`src/rtl/operand_entry.sv`:
```
// Keypad front-end: debounces scanner key/pressed, builds two 2-digit BCD operands and the op,
// and strobes each accepted key (plus result_valid on entry to RESULT) to the datapath.
module operand_entry #(
  parameter int STABLE_CNT = 4
) (
  input  logic       clk,
  input  logic       rst_n,
  input  logic [3:0] key,
  input  logic       pressed,
  output logic [3:0] a_ten,
  output logic [3:0] a_one,
  output logic [3:0] b_ten,
  output logic [3:0] b_one,
  output logic       op,
  output logic [1:0] state,
  output logic       key_strobe,
  output logic       result_valid
);

  localparam logic [7:0] LIMIT = 8'(STABLE_CNT);

  typedef enum logic [1:0] {
    ENTER_A = 2'd0,
    ENTER_B = 2'd1,
    RESULT  = 2'd2
  } state_t;

  localparam logic [3:0] K_ADD = 4'd10;
  localparam logic [3:0] K_SUB = 4'd11;
  localparam logic [3:0] K_CLR = 4'd12;
  localparam logic [3:0] K_EQ  = 4'd14;

  state_t     cur, nxt;
  logic       armed;
  logic [7:0] cnt;
  logic [3:0] cand;
  logic       accept;
  logic       is_digit, is_op, is_clr, is_eq;
  logic [3:0] a_ten_n, a_one_n, b_ten_n, b_one_n;
  logic       op_n, rv_n;

  // The final qualifying sample is the one that would bring the count to STABLE_CNT.
  always_comb accept = armed && pressed && (key == cand) && (cnt == LIMIT - 8'd1);

  always_comb begin
    is_digit = (key < 4'd10);
    is_op    = (key == K_ADD) || (key == K_SUB);
    is_clr   = (key == K_CLR);
    is_eq    = (key == K_EQ);
  end

  always_ff @(posedge clk or negedge rst_n) begin
    if (!rst_n) begin
      armed <= 1'b1;
      cnt   <= 8'd0;
      cand  <= 4'd0;
    end else if (armed) begin
      if (!pressed) begin
        cnt <= 8'd0;
      end else if (key != cand) begin
        cand <= key;
        cnt  <= 8'd1;
      end else if (accept) begin
        armed <= 1'b0;
        cnt   <= 8'd0;
      end else begin
        cnt <= cnt + 8'd1;
      end
    end else begin
      if (pressed) begin
        cnt <= 8'd0;
      end else if (cnt == LIMIT - 8'd1) begin
        armed <= 1'b1;
        cnt   <= 8'd0;
      end else begin
        cnt <= cnt + 8'd1;
      end
    end
  end

  always_ff @(posedge clk or negedge rst_n) begin
    if (!rst_n) cur <= ENTER_A;
    else        cur <= nxt;
  end

  always_comb begin
    nxt = cur;
    if (accept) begin
      if (is_clr) begin
        nxt = ENTER_A;
      end else begin
        case (cur)
          ENTER_A: if (is_op) nxt = ENTER_B;
          ENTER_B: if (is_eq) nxt = RESULT;
          RESULT: begin
            if (is_digit)   nxt = ENTER_A;
            else if (is_op) nxt = ENTER_B;
          end
          default: nxt = ENTER_A;
        endcase
      end
    end
  end

  always_comb begin
    a_ten_n = a_ten;
    a_one_n = a_one;
    b_ten_n = b_ten;
    b_one_n = b_one;
    op_n    = op;
    rv_n    = 1'b0;
    if (accept) begin
      if (is_clr) begin
        a_ten_n = 4'd0; a_one_n = 4'd0;
        b_ten_n = 4'd0; b_one_n = 4'd0;
        op_n    = 1'b0;
      end else begin
        case (cur)
          ENTER_A: begin
            if (is_digit) begin
              a_ten_n = a_one;
              a_one_n = key;
            end else if (is_op) begin
              op_n    = (key == K_SUB);
              b_ten_n = 4'd0; b_one_n = 4'd0;
            end
          end
          ENTER_B: begin
            if (is_digit) begin
              b_ten_n = b_one;
              b_one_n = key;
            end else if (is_op) begin
              op_n = (key == K_SUB);
            end else if (is_eq) begin
              rv_n = 1'b1;
            end
          end
          RESULT: begin
            if (is_digit) begin
              a_ten_n = 4'd0; a_one_n = key;
              b_ten_n = 4'd0; b_one_n = 4'd0;
              op_n    = 1'b0;
            end else if (is_op) begin
              op_n    = (key == K_SUB);
              b_ten_n = 4'd0; b_one_n = 4'd0;
            end
          end
          default: ;
        endcase
      end
    end
  end

  always_ff @(posedge clk or negedge rst_n) begin
    if (!rst_n) begin
      a_ten        <= 4'd0;
      a_one        <= 4'd0;
      b_ten        <= 4'd0;
      b_one        <= 4'd0;
      op           <= 1'b0;
      key_strobe   <= 1'b0;
      result_valid <= 1'b0;
    end else begin
      a_ten        <= a_ten_n;
      a_one        <= a_one_n;
      b_ten        <= b_ten_n;
      b_one        <= b_one_n;
      op           <= op_n;
      key_strobe   <= accept;
      result_valid <= rv_n;
    end
  end

  assign state = cur;

endmodule

```
`config.mk`:
```
export PLATFORM = sky130hd
export DESIGN_NAME = operand_entry
export DESIGN_NICKNAME = d
export VERILOG_FILES = /design/src/rtl/operand_entry.sv
export SDC_FILE = /design/constraint.sdc
export NUM_CORES = 1
export LEC_CHECK = 0
export CAP_MARGIN = 40
export CORE_ASPECT_RATIO = 0.75
export CORE_UTILIZATION = 50
export CTS_BUF_LIST = sky130_fd_sc_hd__clkbuf_8
export DETAILED_ROUTE_END_ITERATION = 8
export GPL_TIMING_DRIVEN = 0
export PLACE_DENSITY = 0.79
export SLEW_MARGIN = 20
export SYNTH_ARGS = -nofsm -noshare
export SYNTH_HDL_FRONTEND = slang
export SYNTH_SLANG_ARGS = --single-unit
```
`constraint.sdc`:
```
create_clock -name clk -period 1.8 [get_ports clk]
set_clock_uncertainty 0.05 [all_clocks]
set_input_delay 0.36 -clock clk [delete_from_list [all_inputs] [get_ports clk]]
set_output_delay 0.36 -clock clk [all_outputs]
set_load 0.1 [all_outputs]
```
==> key figures <==
Global routing
  – Initial antenna violation count: 0
  – Vias in the first global route: 1552
  – GRT Overall Usage: 29.01%
  – Grt total ovfl: 0
  – Met3 usage: 7.048%
  – Largest net degree at the start of global routing: 21
  – Met1 usage: 32.88%
  – First-pass GRT wire length: 7783 um
  – Met2 GRT Util: 52.24%
  – Most crowded layer after global routing: met2

STA
  – Minimum clock period: 1.999 ns
  – Achievable frequency: 500.2 MHz
  – Tcrit/Tclk final: 111.1%
  – Worst rel slew slack: 70.78%
  – Final Max Tran Viols: 0
  – RSZ-0062 raised after global routing: true
  – Hold WS: 0.4373 ns
  – Worst-margin pin slew: 0.4350 ns
  – Final worst slack: -0.1994 ns
  – Final setup fails: 20
  – Final hold vios: 0

Finish
  – Syn-to-layout area delta: 67.84%
  – Fin nets: 236
  – Post-route insts no fill: 265
  – Final Instance Area: 2919 um2
  – Filler Cell Count: 140
  – Ant diodes: 0
  – Ratio of cells with drive above 1 in the final layout: 42.67%

Synth
  – Synth top cells by count: 33 x dfrtp_1, 17 x nor2_1, 8 x a22o_1, 8 x xnor2_1, 7 x mux2_2
  – Synth top area cells: dfrtp_1 47%, mux2_2 4.5%, a22o_1 4.0%
  – Cell with the most instances after synthesis: dfrtp_1
  – Number of synthesized flops with an enable pin: 0
  – Synth cell types: 45
  – Seq/Total Area, Yosys: 48.99%
  – Mean post-synth cell area: 11.59 um2
  – Cell taking the most area after synthesis: dfrtp_1
  – Cell Area, Synth: 1739 um2
  – Net count after synthesis: 162
  – Dominant synthesized flop cell: dfrtp_1
  – #FFs+latches synth: 34
  – YS warnings: 0
  – Synthesized instance count: 150
  – Share of the synthesized area in the top cell type: 47.48%
  – Async SR Flop Fraction: 100.0%

Power and ir drop
  – Power Total: 2.284 mW
  – PwrDens: 782.3 nW/um2
  – LEAKAGE: 1.395 nW
  – Max VDD drop: 748.4 uV

Floorplan
  – Starting Density: 52.53%
  – FP Rows: 18
  – Core footprint: 3311 um2
  – Ports: 28
  – Die H: 53.08 um
  – Die W: 70.10 um
  – Die area: 3721 um2

CTS
  – CTS Buf Count: 5
  – CTS max path bufs: 2
  – CTS sink count: 34
  – Root Buffer: clkbuf_8
  – CTS tree: built
  – Skew-Pair Late Insertion Delay: 0.30 ns
  – Clock transition at path regs: 0.07 ns
  – CTS HTree Levels: 2

Hold path
  – Hold path startpoint: a_ten[1]
  – HP Class: reg -> reg

Placed design
  – Post-DP Area: 2472 um2
  – Pre-CTS WS: -0.6522 ns
  – DP HPWL: 2994 um
  – Final Wtd Congestion: 0.7696
  – Post-Place Cells: 239
  – I/O Buffers: 27

Worst setup path
  – Slowest library cell on the worst path: dfrtp_2
  – Setup crit start kind: register
  – Beginning of the critical path: cnt[5]
  – Critical-path cell list: nor4_4 -> nand3_4 -> or3_4 -> buf_12 -> a211oi_2 -> o32ai_2
  – Critical Path RT: 1.93 ns
  – RR Startpoint: cnt[5]
  – Max incr delay on CP: 0.44 ns
  – Critical path class: reg -> reg
  – CP Capture Type: register
  – WP data arrival: 2.13 ns
  – Crit path max fanout: 10

Route
  – First DRT Iteration DRCs: 91
  – DRC viols: 0
  – First-pass DRT Iterations: 4
  – Avg WL per Cell: 19.71 um
  – DRT antenna net count: 0
  – Vias per std cell: 5.891
  – Overall via count from detail_route: 1561
  – Final WL: 5224 um

Status
  – Run status: finished with violations
  – Failing checks: negative setup slack

Flow run
  – Max_cap viols: 0
-- worst max-delay path: cells and delay by family (launching register included) --
family / cells / cell delay (ns)
DFF: 1 / 0.44
and+or+nand+nor: 3 / 0.96
AOI/OAI and AO/OA: 2 / 0.26
buffers and inverters: 1 / 0.17
-- per-layer routing --
metal | wire, um | vias to the layer above | share of wire, %
li1 | - | 700 | -
met1 | 2070 | 776 | 40
met2 | 2727 | 68 | 52
met3 | 280 | 17 | 5.4
met4 | 145 | 0 | 2.8
met5 | 0 | - | 0
-- flip-flops by register name (all words and copies together) (netlist names) --
register,count
result_valid,1
cnt,8
a_one,4
state,2
b_one,4
key_strobe,1
b_ten,4
cand,4
a_ten,4
op,1
armed,1
-- power by group --
group	leakage (nW)	internal, mW	total, mW	switching, mW
sequential	0.449	0.851	0.936	0.0849
combinational	0.893	0.322	0.756	0.433
clock	0.0524	0.303	0.592	0.289
-- final timing paths --
| check | to | slack [ns] | depth (start not counted) |
|---|---|---|---|
| setup / recovery | state[1] | -0.20 | 6 |
| hold / removal | a_ten[1] | 0.44 | 1 |
| setup reg to reg | state[1] | -0.20 | 6 |
| hold reg to reg | a_ten[1] | 0.44 | 1 |
| max in group asynchronous | cnt[5] | 0.78 | 3 |
| min in group asynchronous | state[0] | 0.47 | 2 |
-- final cells by class --
cell class | instances | area, um2 | share of cell area [%]
multi-input cells | 106 | 998.5 | 34.20
clock buffers | 6 | 82.58 | 2.829
well taps | 40 | 50.05 | 1.715
clock inverters | 2 | 8.758 | 0.3000
inverters | 6 | 30.03 | 1.029
plain buffers | 4 | 37.54 | 1.286
flip-flops and latches | 34 | 860.8 | 29.49
repair buffers | 67 | 850.8 | 29.15
-- logic make-up (layout without fill, tap and decap cells) --
kind of cell / after synthesis / after routing / synth area share, %
and+or+nand+nor: 50 / 50 / 19.28
AOI/OAI and AO/OA: 34 / 34 / 15.76
DFF: 34 / 34 / 48.99
xor gates and xnor gates: 10 / 10 / 5.036
buffers and inverters: 10 / 85 / 2.805
muxes: 7 / 7 / 4.533
adders and majority gates: 5 / 5 / 3.597
-- placed cells by master, fill, tap and decap left out, drive strengths merged, types with 2 or more instances in the layout --
cell type      instances
nand3b                 2
nand2                  5
buf                   44
a21bo                  4
dfrtp                 33
inv                    7
mux2                   7
o21a                   2
nor2                  17
clkbuf                 6
nand4                  5
xnor2                  8
xor2                   2
dlymetal6s2s           6
dlygate4sd2           14
o31ai                  3
a211oi                 2
clkdlybuf4s50          6
nand3                  6
nor2b                  2
a21oi                  2
and3                   2
a22o                   8
ha                     5
o21ai                  5
nor3                   5
-- repair_timing --
| action | 4_1_cts | 5_1_grt |
|---|---|---|
| buffers inserted | 10 | 7 |
| hold buffers | 1 | 0 |
| hold endpoints to repair | 13 | 0 |
| setup endpoints to repair | 32 | 33 |
| pin swaps | 15 | 6 |
| gates resized for setup | 42 | 21 |
-- through the flow --
| stage | util, % | TNS (ns) |
|---|---|---|
| after global placement | 64.47 | -26.21 |
| after floorplan | - | -1.996 |
| after detailed placement | 74.68 | -14.15 |
| after global routing | 88.17 | -4.074 |
| final | 88.17 | -2.870 |
| after CTS | 83.71 | -1.494 |
No activity file was read; power rests on OpenSTA's default activity.
